### config.mk
export PLATFORM = sky130hd
export DESIGN_NAME = onehot_encoder_4to2_flat
export DESIGN_NICKNAME = d
export VERILOG_FILES = /design/src/rtl/onehot_encoder_4to2_if.sv /design/src/rtl/onehot_encoder_4to2.sv /design/src/flat_wrapper.sv
export SDC_FILE = /design/constraint.sdc
export NUM_CORES = 1
export LEC_CHECK = 0
export BUFFER_PORTS_ARGS = -buffer_cell sky130_fd_sc_hd__buf_2
export CORE_MARGIN = 1.5
export CORE_UTILIZATION = 52
export DETAILED_ROUTE_END_ITERATION = 16
export PLACE_DENSITY = 0.81
export SLEW_MARGIN = 40
export SYNTH_ARGS = -nofsm -noshare
export SYNTH_HDL_FRONTEND = slang
export SYNTH_SLANG_ARGS = --single-unit
export TNS_END_PERCENT = 1
### constraint.sdc
create_clock -name clk -period 4 [get_ports clk]
set_clock_uncertainty 0.2 [all_clocks]
set_input_delay 1.2 -clock clk [delete_from_list [all_inputs] [get_ports clk]]
set_output_delay 1.2 -clock clk [all_outputs]
set_load 0.005 [all_outputs]
### src/rtl/onehot_encoder_4to2_if.sv
// ---------------------------------------------------------------------------
// onehot_encoder_4to2_if
// Bundles the input handshake, the output handshake, the result fields and
// the error-counter controls of the one-hot to index encoder.
//
//   in_valid   master->slave  a word is present on y
//   in_ready   slave->master  encoder can accept a word this cycle
//   y          master->slave  4-bit word to encode (one-hot expected)
//   out_valid  slave->master  result present on x and the flags
//   out_ready  master->slave  downstream takes the result this cycle
//   x          slave->master  encoded 2-bit index
//   zero_hot   slave->master  accepted word was all zeros
//   multi_hot  slave->master  accepted word had two or more bits set
//   err_clr    master->slave  synchronous clear of err_count
//   err_count  slave->master  saturating count of bad accepted words
// ---------------------------------------------------------------------------
interface onehot_encoder_4to2_if #(
    parameter int ERR_CNT_W = 8
);
    logic                 in_valid;
    logic                 in_ready;
    logic [3:0]           y;
    logic                 out_valid;
    logic                 out_ready;
    logic [1:0]           x;
    logic                 zero_hot;
    logic                 multi_hot;
    logic                 err_clr;
    logic [ERR_CNT_W-1:0] err_count;

    // Producer / consumer side that drives words and takes results.
    modport master (
        output in_valid,
        output y,
        output out_ready,
        output err_clr,
        input  in_ready,
        input  out_valid,
        input  x,
        input  zero_hot,
        input  multi_hot,
        input  err_count
    );

    // Encoder side.
    modport slave (
        input  in_valid,
        input  y,
        input  out_ready,
        input  err_clr,
        output in_ready,
        output out_valid,
        output x,
        output zero_hot,
        output multi_hot,
        output err_count
    );
endinterface

### src/rtl/onehot_encoder_4to2.sv
// ---------------------------------------------------------------------------
// onehot_encoder_4to2
// Registered 4-to-2 encoder. Converts a 4-bit one-hot word into its 2-bit
// index through a single output register with a valid/ready handshake.
// Zero-hot and multi-hot words are flagged and counted in a saturating
// error counter. Latency is one cycle; full throughput with out_ready high.
//
// Parameters
//   MSB_PRIORITY  1: highest set bit wins on a multi-hot word, 0: lowest
//   ERR_CNT_W     width of the saturating error counter (2 or more)
//
// Ports
//   clk    rising-edge clock
//   reset  asynchronous, active-high reset
//   bus    slave side of onehot_encoder_4to2_if (handshake, y, x, flags,
//          err_clr, err_count)
// ---------------------------------------------------------------------------
module onehot_encoder_4to2 #(
    parameter bit MSB_PRIORITY = 1'b1,
    parameter int ERR_CNT_W    = 8
) (
    input  logic                  clk,
    input  logic                  reset,
    onehot_encoder_4to2_if.slave  bus
);

    typedef enum logic [0:0] {
        ST_EMPTY = 1'b0,
        ST_FULL  = 1'b1
    } state_t;

    typedef struct packed {
        logic [1:0] idx;
        logic       zero_hot;
        logic       multi_hot;
    } enc_t;

    localparam logic [ERR_CNT_W-1:0] ERR_ZERO = {ERR_CNT_W{1'b0}};
    localparam logic [ERR_CNT_W-1:0] ERR_MAX  = {ERR_CNT_W{1'b1}};
    localparam logic [ERR_CNT_W-1:0] ERR_ONE  = {{(ERR_CNT_W-1){1'b0}}, 1'b1};

    // Number of set bits in a 4-bit word.
    function automatic logic [2:0] count_ones(input logic [3:0] w);
        logic [2:0] n;
        n = {2'b00, w[0]} + {2'b00, w[1]} + {2'b00, w[2]} + {2'b00, w[3]};
        return n;
    endfunction

    // Index of the highest set bit; 0 for an all-zero word.
    function automatic logic [1:0] msb_index(input logic [3:0] w);
        logic [1:0] idx;
        if (w[3]) begin
            idx = 2'd3;
        end else if (w[2]) begin
            idx = 2'd2;
        end else if (w[1]) begin
            idx = 2'd1;
        end else begin
            idx = 2'd0;
        end
        return idx;
    endfunction

    // Index of the lowest set bit; 0 for an all-zero word.
    function automatic logic [1:0] lsb_index(input logic [3:0] w);
        logic [1:0] idx;
        if (w[0]) begin
            idx = 2'd0;
        end else if (w[1]) begin
            idx = 2'd1;
        end else if (w[2]) begin
            idx = 2'd2;
        end else if (w[3]) begin
            idx = 2'd3;
        end else begin
            idx = 2'd0;
        end
        return idx;
    endfunction

    // Full encode of one word: index plus zero/multi-hot classification.
    function automatic enc_t encode_word(input logic [3:0] w, input logic msb_first);
        enc_t       r;
        logic [2:0] ones;
        ones        = count_ones(w);
        r.zero_hot  = (ones == 3'd0);
        r.multi_hot = (ones >= 3'd2);
        if (msb_first) begin
            r.idx = msb_index(w);
        end else begin
            r.idx = lsb_index(w);
        end
        return r;
    endfunction

    state_t               state_r;
    state_t               state_next_s;
    logic                 out_valid_s;
    logic                 in_ready_s;
    logic                 accept_s;
    logic                 transfer_s;
    enc_t                 enc_s;
    logic                 err_word_s;
    logic [1:0]           x_r;
    logic                 zero_hot_r;
    logic                 multi_hot_r;
    logic [ERR_CNT_W-1:0] err_count_r;

    // State register of the output slot (EMPTY / FULL).
    always_ff @(posedge clk or posedge reset) begin
        if (reset) begin
            state_r <= ST_EMPTY;
        end else begin
            state_r <= state_next_s;
        end
    end

    // Next-state logic of the output slot.
    always_comb begin
        state_next_s = ST_EMPTY;
        case (state_r)
            ST_EMPTY: begin
                if (accept_s) begin
                    state_next_s = ST_FULL;
                end else begin
                    state_next_s = ST_EMPTY;
                end
            end
            ST_FULL: begin
                // Accept while FULL implies a transfer, so the slot reloads.
                if (transfer_s && !accept_s) begin
                    state_next_s = ST_EMPTY;
                end else begin
                    state_next_s = ST_FULL;
                end
            end
            default: begin
                state_next_s = ST_EMPTY;
            end
        endcase
    end

    // Output decode of the slot state and handshake qualifiers.
    always_comb begin
        out_valid_s = 1'b0;
        case (state_r)
            ST_EMPTY: out_valid_s = 1'b0;
            ST_FULL:  out_valid_s = 1'b1;
            default:  out_valid_s = 1'b0;
        endcase
        // Ready depends only on the slot and out_ready, never on y.
        in_ready_s = !out_valid_s || bus.out_ready;
        accept_s   = bus.in_valid && in_ready_s;
        transfer_s = out_valid_s && bus.out_ready;
    end

    // Combinational encode of the incoming word.
    always_comb begin
        enc_s      = encode_word(bus.y, MSB_PRIORITY);
        err_word_s = enc_s.zero_hot || enc_s.multi_hot;
    end

    // Result register: loads on accept, otherwise holds so x is stable under back-pressure.
    always_ff @(posedge clk or posedge reset) begin
        if (reset) begin
            x_r         <= 2'd0;
            zero_hot_r  <= 1'b0;
            multi_hot_r <= 1'b0;
        end else if (accept_s) begin
            x_r         <= enc_s.idx;
            zero_hot_r  <= enc_s.zero_hot;
            multi_hot_r <= enc_s.multi_hot;
        end
    end

    // Saturating error counter; clear has priority over an increment.
    always_ff @(posedge clk or posedge reset) begin
        if (reset) begin
            err_count_r <= ERR_ZERO;
        end else if (bus.err_clr) begin
            err_count_r <= ERR_ZERO;
        end else if (accept_s && err_word_s && (err_count_r != ERR_MAX)) begin
            err_count_r <= err_count_r + ERR_ONE;
        end
    end

    assign bus.in_ready  = in_ready_s;
    assign bus.out_valid = out_valid_s;
    assign bus.x         = x_r;
    assign bus.zero_hot  = zero_hot_r;
    assign bus.multi_hot = multi_hot_r;
    assign bus.err_count = err_count_r;

endmodule

### src/flat_wrapper.sv
// flat-port wrapper written by rule: the top's interface ports become plain ports
module onehot_encoder_4to2_flat 
#(
    parameter bit MSB_PRIORITY = 1'b1,
    parameter int ERR_CNT_W    = 8
)
  (clk, reset, bus_in_valid, bus_y, bus_out_ready, bus_err_clr, bus_in_ready, bus_out_valid, bus_x, bus_zero_hot, bus_multi_hot, bus_err_count);
  onehot_encoder_4to2_if #(.ERR_CNT_W(ERR_CNT_W)) bus_i ();
  input  logic clk;
  input  logic reset;
  input wire logic [$bits(bus_i.in_valid)-1:0] bus_in_valid;
  input wire logic [$bits(bus_i.y)-1:0] bus_y;
  input wire logic [$bits(bus_i.out_ready)-1:0] bus_out_ready;
  input wire logic [$bits(bus_i.err_clr)-1:0] bus_err_clr;
  output wire logic [$bits(bus_i.in_ready)-1:0] bus_in_ready;
  output wire logic [$bits(bus_i.out_valid)-1:0] bus_out_valid;
  output wire logic [$bits(bus_i.x)-1:0] bus_x;
  output wire logic [$bits(bus_i.zero_hot)-1:0] bus_zero_hot;
  output wire logic [$bits(bus_i.multi_hot)-1:0] bus_multi_hot;
  output wire logic [$bits(bus_i.err_count)-1:0] bus_err_count;
  assign bus_i.in_valid = bus_in_valid;
  assign bus_i.y = bus_y;
  assign bus_i.out_ready = bus_out_ready;
  assign bus_i.err_clr = bus_err_clr;
  assign bus_in_ready = bus_i.in_ready;
  assign bus_out_valid = bus_i.out_valid;
  assign bus_x = bus_i.x;
  assign bus_zero_hot = bus_i.zero_hot;
  assign bus_multi_hot = bus_i.multi_hot;
  assign bus_err_count = bus_i.err_count;
  onehot_encoder_4to2 #(.MSB_PRIORITY(MSB_PRIORITY), .ERR_CNT_W(ERR_CNT_W)) u_core (.clk(clk), .reset(reset), .bus(bus_i));
endmodule
# Word level (Yosys, flattened, before mapping)
# Cells that the tools add are included.
classes:
  n_shift: 0
  add_sub_neg: 4
  reduce_logical: 11
  mul: 0
  eq_ne: 1
  n_div: 0
  bitwise: 1
  n_mux: 9
  n_lt_le_gt_ge: 1
op_table:
  columns: ["operator", "n"]
  rows:
  - ["8-bit two-way mux", 2]
  - ["8-bit by 1-bit adder with 8-bit output, second input constant", 1]
  - ["8-bit inequality test, second input constant", 1]
  - ["3-bit by 1-bit adder with 3-bit output", 2]
  - ["1-bit logical AND", 5]
  - ["2-bit two-way mux", 2]
  - ["1-bit one-hot mux with 2 select lines", 2]
  - ["3-bit by 2-bit >= comparator with 1-bit output, second input constant", 1]
  - ["3-bit logical NOT", 1]
  - ["1-bit two-way mux", 3]
  - ["1-bit by 1-bit adder with 2-bit output", 1]
  - ["1-bit logical NOT", 2]
  - ["1-bit logical OR", 2]
  - ["2-bit nonzero test", 1]
  - ["1-bit inverter", 1]
totals:
  ram_bits: 0
  output_inout_bits: 14
  mem_bits_ro: 0
  ff_bits: 13
  latchBits: 0
  mem_count: 0

# Depth between registers and ports, before layout
depth:
  depth_word: 9
  ltp_mapped: 9
  ltp_nobuf: 8

# Worst setup path after synthesis
# No wires, ideal clock.
synth_timing:
  kind: "in2reg"
  start: "input port bus_y[0]"
  end: "register u_core.err_count_r[7] (netlist: u_core.bus.err_count[7])"
  slack_ps: 597
  path_buffers: 1
  t_arrival_ps: 3063
  stages: 8
  path_cell_list: "ha_1 > fa_1 > ha_1 > o31ai_4 > nand3_2 > buf_2 > o311ai_0 > o41ai_1"
synth_between:
  elab_chain_len: 8
synth_lines:
  columns: ["element", "line", "source"]
  rows:
  - ["from (decl)", "flat_wrapper.sv:12", "input wire logic [$bits(bus_i.y)-1:0] bus_y;"]
  - ["1-bit by 1-bit adder with 2-bit output *", "onehot_encoder_4to2.sv:45", "n = {2'b00, w[0]} + {2'b00, w[1]} + {2'b00, w[2]} + {2'b00, w[3]};"]
  - ["3-bit by 1-bit adder with 3-bit output * (2 in a row)", "onehot_encoder_4to2.sv:45", null]
  - ["3-bit by 2-bit >= comparator with 1-bit output or 3-bit logical NOT (tied branches)", "onehot_encoder_4to2.sv:87, onehot_encoder_4to2.sv:86", null]
  - ["1-bit logical OR *", "onehot_encoder_4to2.sv:160", "err_word_s = enc_s.zero_hot || enc_s.multi_hot;"]
  - ["1-bit logical AND * (2 in a row)", "onehot_encoder_4to2.sv:182", "end else if (accept_s && err_word_s && (err_count_r != ERR_MAX)) begin"]
  - ["2-bit nonzero test (no source line) *", null, null]
  - ["to (signal assigned)", "onehot_encoder_4to2.sv:183", "err_count_r <= err_count_r + ERR_ONE;"]
  - ["to (decl)", "onehot_encoder_4to2.sv:107", "logic [ERR_CNT_W-1:0] err_count_r;"]
# Every way passes the cells marked *; elsewhere a longest branch is shown, timed or not.
# A chain may end at the register's enable or synchronous reset.

# Final worst setup path
layout_timing:
  start: "input port bus_y[0]"
  end: "register u_core.err_count_r[5] (netlist: u_core.bus.err_count[5])"
# The elaborated chain is that of the path after synthesis.

==> flow_summary.ini <==
[clocking]
cts_hold_buf = 0
post_cts_buffers = 0
cts_resized = 0
clkSlewWorstSetupHoldPaths_ps = 80
tritoncts = built
cts_buffers = 3
cts.sink_count = 13
clock_path_buffers = 2
clock_latency_ps = 280
h-tree-depth = 1
root_buffer = clkbuf_4

[finish]
area_growth_pct = 20.5
seqCellArea_um2 = 325
num_antenna_cells = 0
finish.net_count = 115
layout-drive-gt1-share = 0.270
final_common_cell = buf_2
fillers = 107
multi_input_area_um2 = 380
layout_common_cells = buf_2 (22), dfrtp_1 (13), nand2_1 (11), inv_1 (6)

[synth]
synth_top_family_by_area = simple AND/OR/NAND/NOR gates
yosys-top-cells-area = dfrtp_1 (44%), ha_1 (6.8%), nand2_1 (5.6%)
synth.distinct_cells = 25
synthXorXnorAreaFrac = 0
yosysWarnings = 0
yosys.area_share.simple = 0.217
synth_cells = 75
synth_area_leader_cell = dfrtp_1
synth_compound_area_frac = 0.193
synth-seq-cells = 13
synth_top_area_frac = 0.444
synthesis.area_um2 = 733
ys_seq_area_frac = 0.444
synthAdderAreaFrac = 0.0956
synth_area_per_cell_um2 = 9.78
synthesis.nets = 89
synthMuxAreaShare = 0.0137

[die]
core_mm2 = 0.00130
die_w_um = 40.6
num_rows = 13
dieArea_mm2 = 0.00164
start_util = 0.563
die_y_um = 40.6
ioPinCount = 23

[route]
avgRoutedWirePerCell_um = 13.3
drtIter0Drc = 27
via_count = 651
vias_per_cell = 5.66
routed_wl_um = 1530
drt-pass1-iter-count = 4
drc = 0
ant_nets = 0

[setup_path]
cp.required_ps = 4000
startpoint_type = input pin
cp-end-kind = flop
cp.arrival_ps = 3470
crit_fanout = 13
worstSetupPathType = input pin to flop

[global_route]
grt_start_max_net_pins = 14
grt_busiest_layer = met2
track_usage = 0.229
grt_pass1_vias = 550
grt_use_met2 = 0.325
grt_pass1_wl_um = 2390
use_met1 = 0.322
antenna_found_initial = 0
gr-total-overflow = 0
use_met3 = 0.0500

[timing]
setup_tns_ps = 0
tightest_slew_ps = 533
clock.fmax_mhz = 288
period_share = 0.867
hold_ws_ps = 285
slew_viol_final = 0
finalHoldViolations = 0
rsz0062_at_grt = false
finalCriticalPeriod_ps = 3470
relSlewSlack = 0.643
setup_viol = 0

[placement]
io_buffers = 22
gp_congestion = 0.774
place_hpwl_um = 1180

[job]
drv_cap = 0

[pwr]
powerDensity_mw_per_mm2 = 315
p_switching_uw = 77.5
switching_share = 0.279
vdd_ir_drop_max_v = 0.000166
sequentialPowerShare = 0.521
p_clk_frac = 0.294
intPower_uw = 201
p_leak_uw = 0.000425
combinationalPowerShare = 0.185

[worst_hold_path]
hold_class = flop to flop

[run_status]
status = complete, no violations
-- path summary, 6_finish.rpt --
path                                               from                      end  slack (ps)  cells past startpoint
max in group asynchronous                         reset  u_core.bus.err_count[4]        2530                      2
worst min-delay path                    u_core.bus.x[0]          u_core.bus.x[0]         280                      2
worst max-delay path                           bus_y[0]  u_core.bus.err_count[5]         530                      8
worst min register to register          u_core.bus.x[0]          u_core.bus.x[0]         280                      2
min in group asynchronous                         reset  u_core.bus.err_count[0]         730                      2
worst max register to register  u_core.bus.err_count[0]  u_core.bus.err_count[5]        2140                      5
-- final cells by class --
type,count,share of cell area
clock buffer,4,0.0297
inverter,6,0.0255
multi-input combinational,55,0.431
sequential,13,0.368
tap,15,0.0212
timing repair buffer,22,0.125
-- critical path, stage by stage --
cell	delay, ps
buf_2	100
ha_1	300
fa_1	390
ha_1	340
o31ai_4	210
nand3_2	230
or4b_1	540
a21oi_1	170
-- state kept, by name, summed over array words and instances, names as in the netlist --
register and count:
u_core.bus.err_count 8, u_core.state_r 1, u_core.bus.x 2, u_core.bus.zero_hot 1, u_core.bus.multi_hot 1
-- logic make-up after synthesis --
kind of cell	count (synthesis)
adders and majority gates	5
and+or+nand+nor	30
DFF	13
muxes	1
buffers and inverters	7
AOI/OAI and AO/OA	19
-- layer usage --
| layer | part of all wire | vias to the layer above | wire [µm] |
|---|---|---|---|
| li1 | - | 327 | - |
| met1 | 0.46 | 295 | 697 |
| met2 | 0.48 | 26 | 728 |
| met3 | 0.059 | 3 | 90 |
| met4 | 0.0052 | 0 | 8 |
| met5 | 0 | - | 0 |
-- per-stage QoR --
step	instances	worst slack [ps]	power, µW	instance area [µm²]	util
after floorplan	75	597	179	733	-
after global placement	111	324	197	857	0.659
after detailed placement	111	244	199	857	0.659
after CTS	115	539	281	883	0.679
after global routing	115	433	295	883	0.679
final	115	533	278	883	0.679
-- cell usage after synthesis, drive strengths merged --
| master | number |
|---|---|
| fa | 1 |
| nor2b | 1 |
| and4 | 1 |
| inv | 6 |
| nand2b | 2 |
| buf | 1 |
| nor2 | 5 |
| or4b | 1 |
| o311ai | 2 |
| o31ai | 3 |
| o21ai | 4 |
| a21oi | 5 |
| nand4 | 1 |
| or3 | 1 |
| dfrtp | 13 |
| ha | 4 |
| nand3 | 4 |
| mux2i | 1 |
| o41ai | 4 |
| or4 | 2 |
| nand2 | 11 |
| nand4b | 1 |
| a211oi | 1 |
-- power by group through the flow --
| stage | logic, µW | clock network (µW) | registers [µW] |
|---|---|---|---|
| global route | 58.8 | 90.1 | 146 |
| floorplan | 31.0 | 0 | 148 |
| finish | 51.3 | 81.9 | 145 |
| CTS | 52.0 | 84.2 | 145 |
| detailed placement | 51.8 | 0 | 148 |
| global placement | 50.2 | 0 | 147 |
Power figures use the tool's default switching activity.
